## config.mk

```make
export PLATFORM = sky130hd
export DESIGN_NAME = ltc_cnv_sequencer
export DESIGN_NICKNAME = d
export VERILOG_FILES = /design/src/rtl/ltc_cnv_sequencer.sv
export SDC_FILE = /design/constraint.sdc
export NUM_CORES = 1
export LEC_CHECK = 0
export CORE_MARGIN = 2
export CORE_UTILIZATION = 58
export CTS_CLUSTER_SIZE = 20
export DETAILED_ROUTE_END_ITERATION = 10
export PLACE_DENSITY = 0.81
export SYNTH_ARGS = -nofsm -noshare
export SYNTH_HDL_FRONTEND = slang
export SYNTH_SLANG_ARGS = --single-unit
export TNS_END_PERCENT = 50
```

## constraint.sdc

```tcl
create_clock -name clk_i -period 5.3 [get_ports clk_i]
set_input_delay 1.06 -clock clk_i [delete_from_list [all_inputs] [get_ports clk_i]]
set_output_delay 1.06 -clock clk_i [all_outputs]
set_load 0.01 [all_outputs]
```

## src/rtl/ltc_cnv_sequencer.sv

```systemverilog
// ---------------------------------------------------------------------------
// ltc_cnv_sequencer
//
// Generates the ADC conversion strobe (cnv_o) that the LTC timestamp block
// captures on each rising edge. Pulses repeat every p_eff cycles and stay high
// h_eff cycles. They run free while enabled (trig_mode_i=0) or as bursts
// started by a software or external trigger (trig_mode_i=1). A slot whose
// start finds the timestamp FIFO full is skipped and counted as an overrun.
//
// Ports:
//   clk_i            sequencer clock (timer write clock domain)
//   aresetn_i        asynchronous active-low reset
//   enable_i         run enable; low aborts any activity
//   trig_mode_i      0 = free-run on enable, 1 = each trigger starts one burst
//   sw_trig_i        single-cycle software trigger, synchronous to clk_i
//   ext_trig_i       asynchronous external trigger, rising edge active
//   period_i         cycles per conversion slot
//   high_time_i      cnv high cycles
//   burst_len_i      conversions per burst, 0 = continuous
//   fifo_full_i      timestamp FIFO full
//   cnv_o            conversion strobe, registered
//   busy_o           high while not idle
//   done_o           one-cycle pulse at burst completion
//   cnv_count_o      pulses issued this run (wraps)
//   overrun_count_o  skipped slots this run (saturates)
// ---------------------------------------------------------------------------
module ltc_cnv_sequencer #(
    parameter int CNT_W       = 32,
    parameter int BURST_W     = 16,
    parameter int SYNC_STAGES = 2
) (
    input  logic               clk_i,
    input  logic               aresetn_i,
    input  logic               enable_i,
    input  logic               trig_mode_i,
    input  logic               sw_trig_i,
    input  logic               ext_trig_i,
    input  logic [CNT_W-1:0]   period_i,
    input  logic [CNT_W-1:0]   high_time_i,
    input  logic [BURST_W-1:0] burst_len_i,
    input  logic               fifo_full_i,
    output logic               cnv_o,
    output logic               busy_o,
    output logic               done_o,
    output logic [BURST_W-1:0] cnv_count_o,
    output logic [BURST_W-1:0] overrun_count_o
);

    typedef enum logic [1:0] {
        IDLE = 2'd0,
        RUN  = 2'd1,
        DONE = 2'd2
    } state_e;

    state_e               state_q, state_d;
    logic [CNT_W-1:0]     ph_q, ph_d;
    logic [CNT_W-1:0]     p_eff_q, p_eff_d;
    logic [CNT_W-1:0]     h_eff_q, h_eff_d;
    logic [BURST_W-1:0]   burst_q, burst_d;
    logic [BURST_W-1:0]   slot_q, slot_d;
    logic                 slot_ok_q, slot_ok_d;
    logic                 cnv_q, cnv_d;
    logic [BURST_W-1:0]   cnv_cnt_q, cnv_cnt_d;
    logic [BURST_W-1:0]   ovr_cnt_q, ovr_cnt_d;

    logic [SYNC_STAGES-1:0] sync_q;
    logic                   ext_prev_q;
    logic                   ext_edge_q;

    logic [CNT_W-1:0] h_eff_in;
    logic [CNT_W-1:0] p_eff_in;
    logic [CNT_W-1:0] ph_next;
    logic             ph_last;
    logic             start;
    logic             burst_end;

    // External trigger: synchronizer, then a registered rising-edge pulse.
    // NOTE: all sequential state is updated with <= so every register samples
    // pre-edge values, independent of process ordering.
    always_ff @(posedge clk_i or negedge aresetn_i) begin
        if (!aresetn_i) begin
            sync_q     <= '0;
            ext_prev_q <= 1'b0;
            ext_edge_q <= 1'b0;
        end else begin
            sync_q     <= (sync_q << 1) | SYNC_STAGES'(ext_trig_i);
            ext_prev_q <= sync_q[SYNC_STAGES-1];
            ext_edge_q <= sync_q[SYNC_STAGES-1] & ~ext_prev_q;
        end
    end

    // Effective timing from the live inputs, latched only when a run starts.
    // With high_time all-ones, h_eff+1 wraps to 0 and the phase counter then
    // spans the full 2^CNT_W range, which is still one cycle longer than h_eff.
    assign h_eff_in  = (high_time_i == '0) ? CNT_W'(1) : high_time_i;
    assign p_eff_in  = (period_i > h_eff_in) ? period_i : h_eff_in + CNT_W'(1);

    assign start     = enable_i & (~trig_mode_i | sw_trig_i | ext_edge_q);
    assign ph_last   = (ph_q == p_eff_q - CNT_W'(1));
    assign ph_next   = ph_last ? '0 : ph_q + CNT_W'(1);
    assign burst_end = (burst_q != '0) && (slot_q == burst_q) && ph_last;

    // NOTE: every variable gets its default first, so no path leaves one
    // unassigned and no latch is inferred.
    always_comb begin
        state_d   = state_q;
        ph_d      = ph_q;
        p_eff_d   = p_eff_q;
        h_eff_d   = h_eff_q;
        burst_d   = burst_q;
        slot_d    = slot_q;
        slot_ok_d = slot_ok_q;
        cnv_cnt_d = cnv_cnt_q;
        ovr_cnt_d = ovr_cnt_q;
        cnv_d     = 1'b0;

        unique case (state_q)
            IDLE: begin
                if (start) begin
                    // The first slot begins on the entry cycle itself.
                    state_d   = RUN;
                    p_eff_d   = p_eff_in;
                    h_eff_d   = h_eff_in;
                    burst_d   = burst_len_i;
                    ph_d      = '0;
                    slot_d    = BURST_W'(1);
                    slot_ok_d = ~fifo_full_i;
                    cnv_d     = ~fifo_full_i;
                    cnv_cnt_d = fifo_full_i ? '0 : BURST_W'(1);
                    ovr_cnt_d = fifo_full_i ? BURST_W'(1) : '0;
                end
            end
            RUN: begin
                if (!enable_i) begin
                    state_d = IDLE;
                end else if (burst_end) begin
                    state_d = DONE;
                end else begin
                    ph_d = ph_next;
                    if (ph_last) begin
                        // FIFO state is sampled once, at the slot boundary.
                        slot_d    = slot_q + BURST_W'(1);
                        slot_ok_d = ~fifo_full_i;
                        if (!fifo_full_i) begin
                            cnv_cnt_d = cnv_cnt_q + BURST_W'(1);
                        end else if (ovr_cnt_q != '1) begin
                            ovr_cnt_d = ovr_cnt_q + BURST_W'(1);
                        end
                    end
                    cnv_d = slot_ok_d && (ph_next < h_eff_q);
                end
            end
            DONE: begin
                state_d = IDLE;
            end
            default: begin
                state_d = IDLE;
            end
        endcase
    end

    // NOTE: asynchronous active-low reset clears every register, so cnv_o
    // drops the instant aresetn_i falls, without waiting for a clock.
    always_ff @(posedge clk_i or negedge aresetn_i) begin
        if (!aresetn_i) begin
            state_q   <= IDLE;
            ph_q      <= '0;
            p_eff_q   <= '0;
            h_eff_q   <= '0;
            burst_q   <= '0;
            slot_q    <= '0;
            slot_ok_q <= 1'b0;
            cnv_q     <= 1'b0;
            cnv_cnt_q <= '0;
            ovr_cnt_q <= '0;
        end else begin
            state_q   <= state_d;
            ph_q      <= ph_d;
            p_eff_q   <= p_eff_d;
            h_eff_q   <= h_eff_d;
            burst_q   <= burst_d;
            slot_q    <= slot_d;
            slot_ok_q <= slot_ok_d;
            cnv_q     <= cnv_d;
            cnv_cnt_q <= cnv_cnt_d;
            ovr_cnt_q <= ovr_cnt_d;
        end
    end

    assign cnv_o           = cnv_q;
    assign busy_o          = (state_q != IDLE);
    assign done_o          = (state_q == DONE);
    assign cnv_count_o     = cnv_cnt_q;
    assign overrun_count_o = ovr_cnt_q;

endmodule

```

==> results of run 1 <==
how the worst min path moves through the flow:
stage / from / end / slack [ps]
after floorplan: sync_q[0] / sync_q[1] / 330
after global placement: sync_q[0] / sync_q[1] / 330
after detailed placement: sync_q[0] / sync_q[1] / 340
after CTS: sync_q[0] / sync_q[1] / 350
after global routing: sync_q[0] / sync_q[1] / 370
final: sync_q[0] / sync_q[1] / 350
final cells by class:
cell class	count	area [µm²]	share of cell area, %
clock buffers	18	439	3.09
inverters	83	312	2.19
multi-input cells	1088	7200	50.6
repair buffers	153	1480	10.4
flip-flops and latches	168	4200	29.5
well taps	270	338	2.37
clock inverters	13	265	1.86
power by group through the flow:
stage | combinational (mW) | clock, mW | sequential (mW)
floorplan | 0.871 | 0 | 1.65
global placement | 1.22 | 0 | 1.72
detailed placement | 1.24 | 0 | 1.73
CTS | 1.26 | 1.50 | 1.71
global route | 1.44 | 1.56 | 1.76
finish | 1.28 | 1.49 | 1.73
layer usage:
layer,global-route usage (%),vias to the layer above,wire length [µm]
li1,-,5374,-
met1,46.7,5485,15500
met2,48.3,503,15000
met3,4.38,53,2380
met4,8.90,0,753
met5,0,-,0
placed cells by master, fill, tap and decap left out, types with 32 or more instances in the layout:
cell type,count
clkdlybuf4s50_1,120
nor2_1,71
nand2_1,198
or4_1,32
dfrtp_1,168
xor2_1,33
xnor2_1,79
nor3_1,33
ha_1,69
nand3_1,55
inv_1,83
a21o_1,33
o21ai_0,73
nand4_1,73
a21oi_1,41
metrics by stage:
stage | setup slack, ps | hold WS [ps]
after detailed placement | 341 | 337
after floorplan | 642 | 331
after global placement | 416 | 335
after CTS | 309 | 353
final | 327 | 353
after global routing | 12.6 | 367
cells by family (layout without fill, tap and decap cells):
| family | count (synthesis) | in the layout | share of synthesized area [%] |
|---|---|---|---|
| AO/OA/AOI/OAI | 293 | 293 | 16.9 |
| XOR/XNOR | 112 | 112 | 8.17 |
| adder cells (fa/ha/maj) | 69 | 69 | 7.19 |
| buffers and inverters | 169 | 267 | 5.59 |
| flip-flops | 168 | 168 | 35.0 |
| multiplexers | 16 | 16 | 1.34 |
| AND/OR/NAND/NOR | 598 | 598 | 25.8 |
timing repair:
item	4_1_cts	5_1_grt
resized for setup	0	5
hold buffers	0	0
endpoints found under the setup margin	0	1
state kept, by name, summed over array words and instances (netlist names):
register and cells:
ext_edge_q 1, overrun_count_o 16, ph_q 32, slot_ok_q 1
sync_q 2, p_eff_q 32, cnv_o 1, cnv_count_o 16
burst_q 16, h_eff_q 32, slot_q 16, ext_prev_q 1
state_q 2
==> flow_metrics.tcl, run 1 <==
set metrics [dict create \
    status "finished clean" \
    synth.top_cell.area_share_pct 35.0 \
    rsz0062_at_grt "false" \
    ant_nets 0 \
    synth_area_leaders "dfrtp_1 (35%), ha_1 (7.2%), nand2_1 (6.2%)" \
    antenna_cells 0 \
    vias_per_cell 6.37 \
    core_area_um2 20300 \
    p_clk_share_pct 33.2 \
    syn_nets 1581 \
    yosys.area.top_type "dfrtp_1" \
    cp.depth 21 \
    seq_area_frac_synth_pct 35.0 \
    cap_violations 0 \
    drv_slew 0 \
    die-area_um2 21900 \
    hold-path-cell-count 0 \
    gp_congestion 0.945 \
    period_share_pct 93.8 \
    ys_ff_latch 168 \
    first_iter_violations 1077 \
    crit_top_cell "a21o_1" \
    grt_overflow 0 \
    vias 11400 \
    power_density_nw_per_um2 317 \
    finalInstanceArea_um2 14200 \
    die_x_um 148 \
    critPathKind "reg2reg" \
    fmax_ghz 0.201 \
    cpLargestDelayFamily "compound AO/OA/AOI/OAI gates" \
    reg2reg_from "p_eff_q[0]" \
    numPortBuffers 121 \
    path_clk_slew_ps 70 \
    timing.reg2reg.setup_slack_ps 330 \
    endpoint "cnv_o" \
    wl_per_cell_um 18.7 \
    total_power_mw 4.51 \
    postCtsSetupRepairBufs 0 \
    first_pass_iters 6 \
    layout.nets 1667 \
    fin_util_pct 70.1 \
    start_util_pct 59.2 \
    cts-buffers-inserted 17 \
    placed_cells 1762 \
    cts_max_path_buffers 2 \
    rr_worst_depth 21 \
    ir_worst_vdd_uv 178 \
    p_comb_share_pct 28.5 \
    finalHoldViolations 0 \
    power.leakage_nw 6.22 \
    wirelength_mm 33.6 \
    rows 52 \
    worstPathMaxFanout 19 \
    hold_class "reg2reg" \
    insertion_delay_ps 430 \
    yosysMostFrequentCell "nand2_1" \
    io_pins 122 \
    crit_path_end_kind "register" \
    setup_viol 0 \
    synth.cell_area_um2 12000 \
    arrival_ps 5340 \
    startpoint "p_eff_q[0]" \
    fin_setup_tns_ps 0 \
    grt_usage_pct 31.4 \
    cpMaxStageDelayCell "dfrtp_1" \
    cts_root_buffer "clkbuf_16" \
    cp.required_ps 5670 \
    avgSynthCellArea_um2 8.43 \
    p_int_mw 2.95 \
    cp_slowest_stage_delay_ps 480 \
    slew_headroom_pct 27.3 \
    die_height_um 148 \
    power_switching_mw 1.55 \
    drc 0 \
    first_global_vias 10700 \
    antenna_found_initial 0 \
    placed_cell_area_um2 13500 \
    fin_cells 1793 \
    cts_num_sinks 168 \
    syn_inst 1425 \
    path_cells "inv_1 > ha_1 > nor3b_1 > buf_4 > nand3_1 > o31a_1 > o32ai_1 > o211ai_1 > nor4_4 > buf_4 > nor2_1 > ha_1 > a21o_1 > a21o_1 > a21o_1 > a21oi_1 > nor2b_1 > o21ai_0 > nand2b_1 > a221oi_1 > o31a_1" \
    yosysWarnings 0 \
    reg2reg_to "cnv_o" \
    layout-drive-gt1-share_pct 5.65 \
    synth-edff-count 0 \
    critical_path_buf_inv_count 3 \
    synth_cell_types 71 \
    n_fill_cell 1641 \
    synth_common_cells "nand2_1 (198), dfrtp_1 (168), inv_1 (83), xnor2_1 (79)" \
    async_reset_ff_share_pct 100 \
    grt_pass1_wl_mm 55.6 \
    swShare_pct 34.4 \
    critPathLaunchType "register" \
    finalCriticalPeriod_ps 4970 \
    cts.htree.levels 4 \
    pwr-share-seq_pct 38.4 \
    tritoncts "done" \
    areaGrowthSynthToFinish_pct 18.5 \
    dp.final_hpwl_mm 24.9 \
    clock_skew_ps 9.30 \
    grt_max_degree 94 \
    worst_pin_slew_ps 1090 \
    ys.flop_type "dfrtp_1" \
]
Note: power is estimated with default switching activity, not from simulation.
==> run 2: changes to the inputs <==
Settings changed: CTS_CLUSTER_DIAMETER set to 100.
==> results of run 2 <==
Final layout, timing and power as in run 1 (identical DEF).
==> run 3: changes to the inputs <==
Settings changed: CAP_MARGIN set to 10.
==> results of run 3 <==
Final layout, timing and power as in run 1 (identical DEF).
